**src/rtl/dac_update_scheduler.sv**
```systemverilog
// dac_update_scheduler: round-robin sharing of one SPI DAC driver between two sample sources.
// Define DAC_SCHED_OVERWRITE_EN for latest-value buffering with an overwrite counter (ovr_count).
module dac_update_scheduler #(
    parameter int DATA_W       = 12,
    parameter int MIN_GAP      = 16,
    parameter int BUSY_TIMEOUT = 1024
) (
    input  logic              CLK_50M,
    input  logic              reset,
    input  logic              a_valid,
    input  logic [DATA_W-1:0] a_data,
    output logic              a_ready,
    input  logic              b_valid,
    input  logic [DATA_W-1:0] b_data,
    output logic              b_ready,
    input  logic              dac_busy,
    output logic              dac_start,
    output logic              dac_channel,
    output logic [DATA_W-1:0] dac_data,
    output logic              sched_busy,
    input  logic              err_clear,
    output logic              err_timeout
`ifdef DAC_SCHED_OVERWRITE_EN
    ,
    output logic [15:0]       ovr_count
`endif
);
    localparam logic [1:0] IDLE      = 2'd0;
    localparam logic [1:0] LAUNCH    = 2'd1;
    localparam logic [1:0] WAIT_BUSY = 2'd2;
    localparam logic [1:0] WAIT_DONE = 2'd3;
    localparam logic [9:0]  GAP_INIT = 10'(MIN_GAP);
    localparam logic [15:0] TO_LAST  = 16'(BUSY_TIMEOUT - 1);

    logic [1:0]        state;
    logic              pend_valid_a, pend_valid_b, last_grant;
    logic [DATA_W-1:0] pend_a, pend_b;
    logic [9:0]        gap;
    logic [15:0]       tcnt;
    logic              grant, grant_a, grant_b, accept_a, accept_b, timeout, done;

`ifdef DAC_SCHED_OVERWRITE_EN
    assign a_ready = 1'b1;
    assign b_ready = 1'b1;
`else
    assign a_ready = ~pend_valid_a;
    assign b_ready = ~pend_valid_b;
`endif

    // On a tie the channel that did not win last time is served.
    always_comb begin
        grant    = (state == IDLE) && (gap == 10'd0) && (pend_valid_a || pend_valid_b);
        grant_b  = pend_valid_b && (!pend_valid_a || !last_grant);
        grant_a  = grant && !grant_b;
        accept_a = a_valid && a_ready;
        accept_b = b_valid && b_ready;
        timeout  = (state == WAIT_BUSY) && !dac_busy && (tcnt == TO_LAST);
        done     = (state == WAIT_DONE) && !dac_busy;
    end

    assign sched_busy = (state != IDLE);

    always_ff @(posedge CLK_50M) begin
        if (reset) begin
            state        <= IDLE;
            pend_valid_a <= 1'b0;
            pend_valid_b <= 1'b0;
            pend_a       <= '0;
            pend_b       <= '0;
            last_grant   <= 1'b1;
            gap          <= 10'd0;
            tcnt         <= 16'd0;
            dac_start    <= 1'b0;
            dac_channel  <= 1'b0;
            dac_data     <= '0;
            err_timeout  <= 1'b0;
        end else begin
            state <= grant ? LAUNCH :
                     (state == LAUNCH) ? WAIT_BUSY :
                     (state == WAIT_BUSY && dac_busy) ? WAIT_DONE :
                     (timeout || done) ? IDLE : state;
            dac_start <= grant;
            if (grant) begin
                dac_data    <= grant_b ? pend_b : pend_a;
                dac_channel <= grant_b;
                last_grant  <= grant_b;
            end
            // A fresh accept outranks the clear so an overwrite during grant stays pending.
            pend_valid_a <= accept_a || (pend_valid_a && !grant_a);
            pend_valid_b <= accept_b || (pend_valid_b && !(grant && grant_b));
            if (accept_a) pend_a <= a_data;
            if (accept_b) pend_b <= b_data;
            gap  <= (timeout || done) ? GAP_INIT : (gap != 10'd0) ? gap - 10'd1 : gap;
            tcnt <= (state == WAIT_BUSY) ? tcnt + 16'd1 : 16'd0;
            err_timeout <= timeout || (err_timeout && !err_clear);
        end
    end

`ifdef DAC_SCHED_OVERWRITE_EN
    logic        ovr_a, ovr_b;
    logic [1:0]  ovr_inc;
    logic [16:0] ovr_sum;

    always_comb begin
        ovr_a   = a_valid && pend_valid_a && !grant_a;
        ovr_b   = b_valid && pend_valid_b && !(grant && grant_b);
        ovr_inc = {1'b0, ovr_a} + {1'b0, ovr_b};
        ovr_sum = {1'b0, ovr_count} + {15'd0, ovr_inc};
    end

    always_ff @(posedge CLK_50M) begin
        if (reset) ovr_count <= 16'd0;
        else ovr_count <= ovr_sum[16] ? 16'hFFFF : ovr_sum[15:0];
    end
`endif
endmodule
```
**config.mk**
```make
export PLATFORM = sky130hd
export DESIGN_NAME = dac_update_scheduler
export DESIGN_NICKNAME = d
export VERILOG_FILES = /design/src/rtl/dac_update_scheduler.sv
export SDC_FILE = /design/constraint.sdc
export NUM_CORES = 1
export LEC_CHECK = 0
export ABC_AREA = 1
export CAP_MARGIN = 10
export CORE_ASPECT_RATIO = 1.25
export CORE_MARGIN = 4
export CORE_UTILIZATION = 55
export CTS_CLUSTER_SIZE = 40
export DETAILED_ROUTE_END_ITERATION = 16
export GPL_TIMING_DRIVEN = 0
export PLACE_DENSITY = 0.81
export SLEW_MARGIN = 20
export SYNTH_ARGS = -nofsm -noshare
export SYNTH_HDL_FRONTEND = slang
export SYNTH_SLANG_ARGS = --single-unit
export TNS_END_PERCENT = 30
```
**constraint.sdc**
```tcl
create_clock -name CLK_50M -period 3.5 [get_ports CLK_50M]
set_input_delay 0.35 -clock CLK_50M [delete_from_list [all_inputs] [get_ports CLK_50M]]
set_output_delay 0.35 -clock CLK_50M [all_outputs]
set_load 0.01 [all_outputs]
```
---- Word level (Yosys, flattened, before mapping) ----
Cells that the tools add are included.
storage, ports and cells
  register bits ........................... 70
  output and inout port bits .............. 18
  word-level logic and storage cells ...... 67
operators by class
  add/subtract/negate cells ............... 2
  equal/unequal tests ..................... 4
  mux-type cells .......................... 7
  bitwise operators ....................... 3
  reduce and logical (&&, ||, !) cells .... 37
operators with widths
  operator                                                                 count
  16-bit by 1-bit adder with 16-bit output, second input constant          1
  16-bit by 10-bit equality test with 1-bit output, second input constant  1
  1-bit logical AND                                                        14
  12-bit 2-to-1 mux                                                        1
  10-bit zero test                                                         1
  5-bit 2-to-1 mux                                                         2
  10-bit nonzero test                                                      1
  10-bit by 1-bit subtractor with 10-bit output, second input constant     1
  1-bit zero test                                                          7
  1-bit logical OR                                                         6
  2-bit 2-to-1 mux                                                         3
  2-bit OR reduction                                                       3
  2-bit equality test, second input constant                               2
  2-bit nonzero test                                                       2
  4-bit nonzero test                                                       1
  1-bit NOT                                                                3
  3-bit nonzero test                                                       1
  2-bit by 1-bit equality test with 1-bit output, second input constant    1
  2-bit zero test                                                          1
  1-bit 2-to-1 mux                                                         1

---- Longest topological paths before layout ----
Gate-level depths: netlist (run 1).
  depth after elaboration ................. 8
  depth in mapped cells ................... 10

---- Worst setup path before layout (run 1) ----
No wires, ideal clock.
  kind .................................... reg2reg
  start ................................... register gap[0]
  end ..................................... register dac_data[0]
  library setup time ...................... 0.124 ns
  arrival ................................. 1.352 ns
  required time ........................... 3.376 ns
  path slack .............................. 2.024 ns
  stages on the path, launching flop included .. 11
  period minus slack after synthesis ...... 1.476 ns
  path through ............................ dfxtp_1 > inv_1 > ha_1 > nand2_4 > nor2_8 > nand3_4 > buf_6 > nand2_2 > inv_1 > nor2_1 > nor2_1
between the ends
  cells in the longest elaborated chain, start to end .. 3
ends and longest elaborated chain
  item                            line  text
  start: declaration              38    logic [9:0] gap;
  start signal: assignment        93    gap <= (timeout || done) ? GAP_INIT : (gap != 10'd0) ? gap - 10'd1 : gap;
  10-bit zero test                52    grant = (state == IDLE) && (gap == 10'd0) && (pend_valid_a || pend_valid_b);
  1-bit logical AND (2 in a row)  52
  end signal: assignment          84    dac_data <= grant_b ? pend_b : pend_a;
  end: declaration                19    output logic [DATA_W-1:0] dac_data,
No other way between the ends.
A chain may end at the register's enable or synchronous reset.

---- Worst setup path in the final report (run 1) ----
  start ................................... register state[1]
  end ..................................... output port sched_busy
between the ends
  cells in the longest elaborated chain, start to end .. 1
ends and longest elaborated chain
  item                      line  text
  start: declaration        35    logic [1:0] state;
  start signal: assignment  78    state <= grant ? LAUNCH :
  2-bit nonzero test        61    assign sched_busy = (state != IDLE);
  end: declaration          20    output logic sched_busy,
No other way between the ends.

==> results of run 1 <==
-- critical path, stage by stage (launching register included) --
cell and delay (ps):
dfxtp_1 440, nor2_4 60, inv_1 110, clkdlybuf4s50_1 550
-- power groups by stage --
stage	logic [W]	registers, W	clock network, W
finish	0.000735	0.000981	0.000554
global route	0.000831	0.000993	0.000592
CTS	0.000744	0.000981	0.000563
detailed placement	0.000739	0.000998	0
global placement	0.000715	0.000994	0
floorplan	0.000557	0.000990	0
-- routing by layer --
layer / up-vias / global-route usage (%)
met2: 53 / 34.4
met3: 8 / 3.85
met1: 1244 / 21.7
li1: 1510 / -
met4: 0 / 9.05
met5: - / 0
-- cell families after synthesis --
| logic type | after synthesis | share of synthesized area [%] |
|---|---|---|
| AND/OR/NAND/NOR | 234 | 32.8 |
| buffers and inverters | 77 | 10.4 |
| flip-flops | 70 | 44.0 |
| AO/OA/AOI/OAI | 59 | 9.48 |
| XOR/XNOR | 9 | 2.48 |
| adder cells (fa/ha/maj) | 2 | 0.786 |
-- sequential cells by signal, summed over array words and instances (netlist names), 2 cells and up --
signal / count
tcnt: 16
dac_data: 12
pend_a: 12
pend_b: 12
gap: 10
state: 2
-- final timing paths --
path                                             start                       end  slack, ps  cells after the start
worst max-delay path             state[1]$_SDFFE_PP0P_                sched_busy       1650                      3
worst min-delay path                             reset   pend_valid_a$_SDFF_PP0_        250                      2
worst max register to register     gap[0]$_SDFFE_PP0P_  dac_data[8]$_SDFFE_PP0P_       1850                     10
worst min register to register  pend_b[1]$_SDFFE_PP0P_    pend_b[1]$_SDFFE_PP0P_        450                      2
-- cells in the final DEF (no fill, tap or decap), drive strengths merged --
cell type	n
nand2	77
nand4	5
or2	4
inv	62
nor2	116
clkdlybuf4s50	46
xnor2	3
dlygate4sd1	1
o21ai	36
xor2	6
clkbuf	18
a21oi	22
o21a	1
buf	7
nand3	30
dfxtp	70
nor3	1
ha	2
nand3b	1
clkinv	2
-- synthesized netlist by cell type (2+ instances only) --
library cell | n | area share [%]
nor2_8 | 2 | 1.3
o21ai_1 | 6 | 0.94
nand3_1 | 29 | 4.6
xnor2_1 | 3 | 0.83
nand2_1 | 68 | 8.0
buf_4 | 2 | 0.47
o21ai_0 | 29 | 4.6
inv_2 | 7 | 0.83
inv_1 | 55 | 6.5
nor2_1 | 110 | 13
ha_1 | 2 | 0.79
clkbuf_1 | 6 | 0.71
nor2_2 | 2 | 0.39
nor2_4 | 2 | 0.71
nand4_1 | 4 | 0.79
buf_2 | 3 | 0.47
buf_6 | 2 | 0.71
xor2_1 | 6 | 1.7
nand2_2 | 8 | 1.6
dfxtp_1 | 70 | 44
or2_2 | 3 | 0.59
a21oi_1 | 22 | 3.5
-- through the flow --
step / setup WS [ps] / cells / power (W) / hold WS [ps] / utilization [%]
floorplan: 2020 / 451 / 0.00155 / 418 / -
global placement: 1810 / 561 / 0.00171 / 430 / 67.5
detailed placement: 1770 / 561 / 0.00174 / 444 / 67.5
CTS: 1650 / 574 / 0.00229 / 240 / 70.4
global route: 1600 / 574 / 0.00242 / 244 / 70.4
finish: 1650 / 574 / 0.00227 / 247 / 70.4
-- cell type report --
| class | count | area share (%) |
|---|---|---|
| clock inverter | 2 | 0.258 |
| buffer | 15 | 2.51 |
| sequential | 70 | 36.1 |
| tap | 64 | 2.06 |
| timing repair buffer | 46 | 11.9 |
| inverter | 62 | 5.99 |
| clock buffer | 11 | 3.90 |
| multi-input combinational | 304 | 37.3 |
==> flow_summary.yaml, run 1 <==
die:
  core_mm2: 0.00552
  ios: 48
  start_util_pct: 57.7
  die_area_mm2: 0.00707
  row_count: 30
  fp.dieH_um: 93.0
  die_w_um: 76.0
synthesis:
  syn_area_mm2: 0.00318
  syn-num-nets: 483
  yosys_most_used_dff: "dfxtp_1"
  yosys_warnings: 0
  ys_seq_area_share_pct: 44.0
  synth_area_per_cell_um2: 7.05
  postSynthCellCount: 451
  ys_types: 32
  async_flop_share_pct: 0
  synth-edff-count: 0
  ys_ff_latch: 70
clock_network:
  cts_resized: 0
  clkTransAtPathRegs_ps: 60
  cts_hold_buf: 0
  cts_tree: "yes"
  cts_made_buffers: 9
  cts-htree-levels: 3
  cts_setup_buffers: 0
  clk_path_buf_depth: 2
  clockRootBuffer: "clkbuf_8"
  clock_latency_ps: 340
  clock-sinks: 70
grt:
  grt_pass1_wl_mm: 11.1
  grt-ovfl-total: 0
  grt_use_total_pct: 19.2
  grt_pass1_vias: 2687
  antenna_found_initial: 0
  grt_max_degree: 11
power:
  ir_drop_mv: 0.298
  p_sw_w: 0.000782
  swShare_pct: 34.5
  power_frac_clock_pct: 24.4
  powerDensity_mw_per_mm2: 585
  p_seq_share_pct: 43.2
  leakage_nw: 1.67
  p_comb_share_pct: 32.4
  p_int_w: 0.00149
place:
  numPortBuffers: 46
  place_area_mm2: 0.00372
  place_congestion: 0.856
  dp_hpwl_mm: 4.98
sta:
  setup_tns_ps: 0
  hold_violations: 0
  setup_viol: 0
  period_minus_slack_ps: 1850
  tightest_slew_ps: 437
  max_freq_mhz: 542
  fin_crit_sh_pct: 52.7
  clock_skew_ps: 5.25
  relSlewSlack_pct: 70.9
  drv_slew: 0
  rsz0062_at_grt: "false"
critical_path:
  worstPathMaxFanout: 5
  cp-end-kind: "output pin"
  cp.arrival_ps: 1500
  required_ps: 3150
  startpoint_type: "register"
  crit_type: "reg -> out"
detailed_routing:
  wire_per_inst_um: 11.3
  wl_mm: 6.51
  drt_pre_antenna_iters: 4
  drt-met1-wl_mm: 2.85
  drc_errors: 0
  vias_per_cell: 4.90
  top_layer: "met4"
  wl_met3_um: 324
  met2_length_mm: 3.23
  vias: 2815
  drtAntennaViolNets: 0
  first_iter_violations: 107
run_status:
  run_status: "finished clean"
cells_and_area:
  multi_input_area_mm2: 0.00145
  drive_above_1_share_pct: 9.80
  fin_nets: 540
  antennaDiodeCount: 0
  ff_latch_area_mm2: 0.00140
  area_growth_pct: 22.1
  fin_area_mm2: 0.00388
  fillers: 455
run:
  cap_viol_max_count: 0
worst_hold_path:
  hp-class: "in -> reg"
(Power assumes the default switching activity.)
==> run 2, diff against run 1 <==
CORE_UTILIZATION = 48   (was 55)
PLACE_DENSITY = 0.75   (was 0.81)
clock period = 1.5 ns   (was 3.5 ns; I/O delays follow)
==> run 2 against run 1 <==
Net effect: clock skew up 4.2 ps; clock power up 150%; first-iteration DRC count up 52%; flip-flop and latch count unchanged; utilization down 6.9 points; cell count up 4.4%; critical endpoint is now a_ready; global-route usage up 0.18 points; count of clock-buffer cells in the layout unchanged.
==> flow_summary.yaml, run 2 (synthesis results as in run 1) <==
detailed_routing:
  wire_per_inst_um: 11.9
  vias: 2844
  drt_pre_antenna_iters: 4
  vias_per_cell: 4.75
  first_iter_violations: 163
  drc_errors: 0
  wl_mm: 7.10
  drtAntennaViolNets: 0
critical_path:
  startpoint_type: "register"
  worstPathMaxFanout: 4
  reg2reg_depth: 6
  worstReg2RegEnd: "tcnt[6]$_SDFF_PP0_"
  slowest_stage: "clkdlybuf4s50_1"
  crit_family: "buffers and inverters"
  cp.arrival_ps: 1300
  required_ps: 1350
  ff2ff_setup_slack_ps: 70
  worstSetupStartpoint: "pend_valid_a$_SDFF_PP0_"
  crit_chain: "inv_2, clkdlybuf4s50_1"
  crit_buf_inv: 2
  cp-end-kind: "output pin"
  slowest_delay_ps: 530
  crit_type: "reg -> out"
  rr_startpoint: "tcnt[0]$_SDFF_PP0_"
clock_network:
  clockRootBuffer: "clkbuf_8"
  cts-htree-levels: 3
  clk_path_buf_depth: 2
  clkTransAtPathRegs_ps: 80
  clock_latency_ps: 350
  cts_tree: "yes"
  clock-sinks: 70
  cts_made_buffers: 9
die:
  start_util_pct: 50.3
  die_area_mm2: 0.00800
  core_mm2: 0.00633
  die_w_um: 80.8
  row_count: 32
  ios: 48
  fp.dieH_um: 99.0
run_status:
  run_status: "finished clean"
grt:
  grt_pass1_wl_mm: 12.2
  grt_use_total_pct: 19.4
  grt-ovfl-total: 0
  antenna_found_initial: 0
  grt_pass1_vias: 2736
  grt_max_degree: 12
worst_hold_path:
  hold_start: "reset"
  hold_end: "dac_data[3]$_SDFFE_PP0P_"
  hp-class: "in -> reg"
  holdPathStages: 2
cells_and_area:
  final_common_cell: "nor2_1"
  final_cells: 599
  largest_reg_flops: 16
  fin_nets: 542
  area_growth_pct: 26.2
  layout_common_cells: "105 x nor2_1, 67 x nand2_1, 67 x dfxtp_1"
  drive_above_1_share_pct: 13.8
  largest_register: "tcnt"
  fillers: 616
  fin_area_mm2: 0.00402
  antennaDiodeCount: 0
place:
  dp_cells: 582
  place_area_mm2: 0.00375
  numPortBuffers: 46
  dp_hpwl_mm: 5.07
  place_congestion: 0.845
sta:
  max_freq_mhz: 688
  period_minus_slack_ps: 1450
  clock_skew_ps: 9.50
  fin_crit_sh_pct: 96.9
  tightest_slew_ps: 513
  relSlewSlack_pct: 65.8
  hold_violations: 0
  drv_slew: 0
  setup_tns_ps: 0
  setup_viol: 0
  rsz0062_at_grt: "true"
power:
  p_sw_w: 0.00192
  p_int_w: 0.00354
  power_w: 0.00546
  leakage_nw: 1.70
  p_comb_share_pct: 32.8
  swShare_pct: 35.2
  ir_drop_mv: 0.737
  power_frac_clock_pct: 25.1
  powerDensity_mw_per_mm2: 1360
  p_seq_share_pct: 42.1
run:
  cap_viol_max_count: 0
## run 2: worst max-delay path by stage
stage / cells after the start / slack (ps) / to
floorplan: 10 / 20 / dac_data[0]$_SDFFE_PP0P_
global placement: 10 / -110 / dac_data[0]$_SDFFE_PP0P_
CTS: 2 / 20 / a_ready
detailed placement: 10 / -130 / dac_data[8]$_SDFFE_PP0P_
global route: 10 / -60 / dac_data[7]$_SDFFE_PP0P_
finish: 2 / 50 / a_ready
## run 2: layer usage
layer | global-route usage [%] | routed length [um] | vias up
li1 | - | - | 1507
met1 | 24.2 | 3170 | 1257
met2 | 31.2 | 3450 | 65
met3 | 3.47 | 288 | 15
met4 | 10.5 | 194 | 0
met5 | 0 | 0 | -
## run 2: final cells by class
type	count	area, um^2	area share (%)
Buffer	15	98.8	2.46
Clock buffer	11	151	3.77
Clock inverter	4	22.5	0.561
Inverter	62	233	5.80
Multi-Input combinational cell	304	1510	37.7
Sequential cell	70	1410	35.0
Tap cell	85	106	2.65
Timing Repair Buffer	48	485	12.1
## run 2: metrics by stage
| step | setup slack, ps | utilization (%) | hold WS (ps) |
|---|---|---|---|
| 2_1_floorplan | 23.5 | - | 279 |
| 3_3_place_gp | -110 | 59.3 | 396 |
| 3_5_place_dp | -130 | 59.3 | 400 |
| 4_1_cts | 16.6 | 62.6 | 25.0 |
| 5_1_grt | -57.1 | 63.5 | 40.8 |
| 6_report | 46.6 | 63.5 | 29.2 |
## run 2: power groups by stage
stage | clock (W) | combinational (W) | sequential, W
after floorplan | 0 | 0.00130 | 0.00231
after global placement | 0 | 0.00168 | 0.00232
after detailed placement | 0 | 0.00171 | 0.00233
after CTS | 0.00139 | 0.00179 | 0.00229
after global routing | 0.00146 | 0.00206 | 0.00233
final | 0.00137 | 0.00179 | 0.00230
## run 2: timing repair
action	in CTS	in global routing
endpoints found under the setup margin	27	31
resized for setup	9	14
pin swaps	0	4
hold buffers	0	0
buffers inserted	1	1
==> run 3, diff against run 2 <==
PLACE_DENSITY = 0.8   (was 0.75)
clock period = 1.3 ns   (was 1.5 ns; I/O delays follow)
==> run 3 against run 2 <==
Net effect: the run now ends with setup timing left; sequential share of layout area shrank 1.3 points; setup slack lost 180 ps; flip-flop and latch count is the same; count of clock-buffer cells in the layout grew 1; global-route usage shrank 0.79 points; combinational power grew 42%; utilization grew 3.1 points; clock power grew 7%; non-clock buffer count grew 10.
==> flow_summary.yaml, run 3 (synthesis results as in run 1) <==
run_status:
  run_status: "complete, but fails checks"
  violations: "setup timing"
sta:
  period_minus_slack_ps: 1430
  timing.final.ws_setup_ps: -130
  rsz0062_at_grt: "true"
  clock_skew_ps: 5.05
  max_freq_mhz: 699
  relSlewSlack_pct: 66.7
  tightest_slew_ps: 499
  drv_slew: 0
  setup_viol: 13
  fin_crit_sh_pct: 110
  hold_violations: 0
run:
  cap_viol_max_count: 0
detailed_routing:
  wire_per_inst_um: 12.0
  drt_pre_antenna_iters: 4
  drtAntennaViolNets: 0
  vias_per_cell: 4.78
  vias: 2904
  first_iter_violations: 170
  drc_errors: 0
  wl_mm: 7.32
critical_path:
  crit_cells: 9
  cp-end-kind: "register"
  crit_family: "simple AND/OR/NAND/NOR gates"
  crit_chain: "inv_2, ha_4, nand2_4, nor2_8, nand3_4, buf_4, or2_4, nand2_1, nor2_1"
  worstPathMaxFanout: 4
  crit_buf_inv: 2
  reg2reg_depth: 9
  slowest_stage: "dfxtp_2"
  required_ps: 1530
  cp.arrival_ps: 1660
  slowest_delay_ps: 330
  startpoint_type: "register"
  crit_type: "reg -> reg"
power:
  p_int_w: 0.00435
  ir_drop_mv: 0.923
  powerDensity_mw_per_mm2: 1600
  power_frac_clock_pct: 21.9
  p_comb_share_pct: 38.0
  p_seq_share_pct: 40.1
  swShare_pct: 35.2
  power_w: 0.00672
  p_sw_w: 0.00236
  leakage_nw: 1.86
grt:
  grt_max_degree: 11
  grt.met1_usage_pct: 22.9
  grt-ovfl-total: 0
  grt_pass1_vias: 2691
  grt_use_met3_pct: 2.83
  antenna_found_initial: 0
  grt_use_total_pct: 18.6
  grt_pass1_wl_mm: 11.8
  grt.busiest_layer: "met2"
  met2_usage_pct: 31.4
clock_network:
  clockRootBuffer: "clkbuf_8"
  cts_made_buffers: 9
  clock-sinks: 70
  cts_tree: "yes"
  cts-htree-levels: 3
  cts_hold_buf: 0
  clkTransAtPathRegs_ps: 70
  clk_path_buf_depth: 2
  clock_latency_ps: 340
die:
  fp.dieH_um: 99.0
  ios: 48
  die_area_mm2: 0.00800
  row_count: 32
  core_mm2: 0.00633
  start_util_pct: 50.3
  die_w_um: 80.8
cells_and_area:
  final_common_cell: "nor2_1"
  fillers: 565
  fin_nets: 552
  drive_above_1_share_pct: 19.7
  antennaDiodeCount: 0
  largest_register: "tcnt"
  largest_reg_flops: 16
  area_growth_pct: 32.3
  layout_common_cells: "100 x nor2_1, 66 x nand2_1, 57 x dfxtp_1"
place:
  dp_hpwl_mm: 5.16
  pre_cts_slack_ps: -260
  place_congestion: 0.861
  numPortBuffers: 46
worst_hold_path:
  holdPathStages: 2
  hp-class: "in -> reg"
==> run 3: cell types whose count changed in the layout (fill, tap and decap cells not counted), moves of 5 or more <==
cell             before  now
nor2_1              105  100
clkdlybuf4s50_1      44   28
dlygate4sd2_1         2   16
buf_4                 3   10
dfxtp_2               3   12
dfxtp_1              67   57
nor2_4                3    8
==> run 3: layout make-up <==
cell class                 count  area (um^2)  share of cell area, %
tap                           85          106                   2.53
clock buffer                  12          145                   3.45
multi-input combinational    304         1610                   38.1
buffer                        15          116                   2.76
clock inverter                 2         10.0                  0.238
sequential                    70         1420                   33.7
inverter                      62          233                   5.53
timing repair buffer          58          573                   13.6
==> run 3: path summary, 6_finish.rpt <==
kind / start / slack, ps / end
hold / removal: reset / 30 / pend_valid_a$_SDFF_PP0_
setup / recovery: gap[1]$_SDFFE_PP0P_ / -130 / pend_valid_b$_SDFF_PP0_
hold reg to reg: tcnt[0]$_SDFF_PP0_ / 450 / tcnt[0]$_SDFF_PP0_
setup reg to reg: gap[1]$_SDFFE_PP0P_ / -130 / pend_valid_b$_SDFF_PP0_
==> run 3: stage by stage <==
stage / hold slack [ps] / setup TNS (ps) / instance area, um^2 / std cells / util (%)
6_report: 29.9 / -674 / 4210 / 608 / 66.5
5_1_grt: 27.3 / -3560 / 4210 / 608 / 66.5
4_1_cts: 20.6 / -482 / 4100 / 605 / 64.9
3_5_place_dp: 386 / -5680 / 3770 / 582 / 59.5
3_3_place_gp: 377 / -4320 / 3770 / 582 / 59.5
2_1_floorplan: 259 / -20.8 / 3200 / 451 / -
==> run 3: worst reg2reg max path, cell delays in order, from the launching register on <==
cell and delay [ps]:
dfxtp_2 330, inv_2 60, ha_4 140, nand2_4 70, nor2_8 120, nand3_4 120
buf_4 150, or2_4 230, nand2_1 60, nor2_1 50
==> run 3: power by group through the flow <==
| stage | clock (W) | sequential (W) | combinational, W |
|---|---|---|---|
| 2_1_floorplan | 0 | 0.00267 | 0.00154 |
| 3_3_place_gp | 0 | 0.00269 | 0.00197 |
| 3_5_place_dp | 0 | 0.00270 | 0.00203 |
| 4_1_cts | 0.00149 | 0.00267 | 0.00230 |
| 5_1_grt | 0.00159 | 0.00273 | 0.00284 |
| 6_report | 0.00147 | 0.00269 | 0.00255 |
==> run 3: repair_timing <==
item                       CTS  global route
buffers inserted             8             3
resized for setup           49            28
cloned                       1             0
setup endpoints to repair   63            62
pin swaps                   13             4
==> run 3: routing by layer <==
layer  vias up  wire length, um
met3        11              299
met4         0              126
met2        60             3710
li1       1530                -
met1      1303             3190
met5         -                0
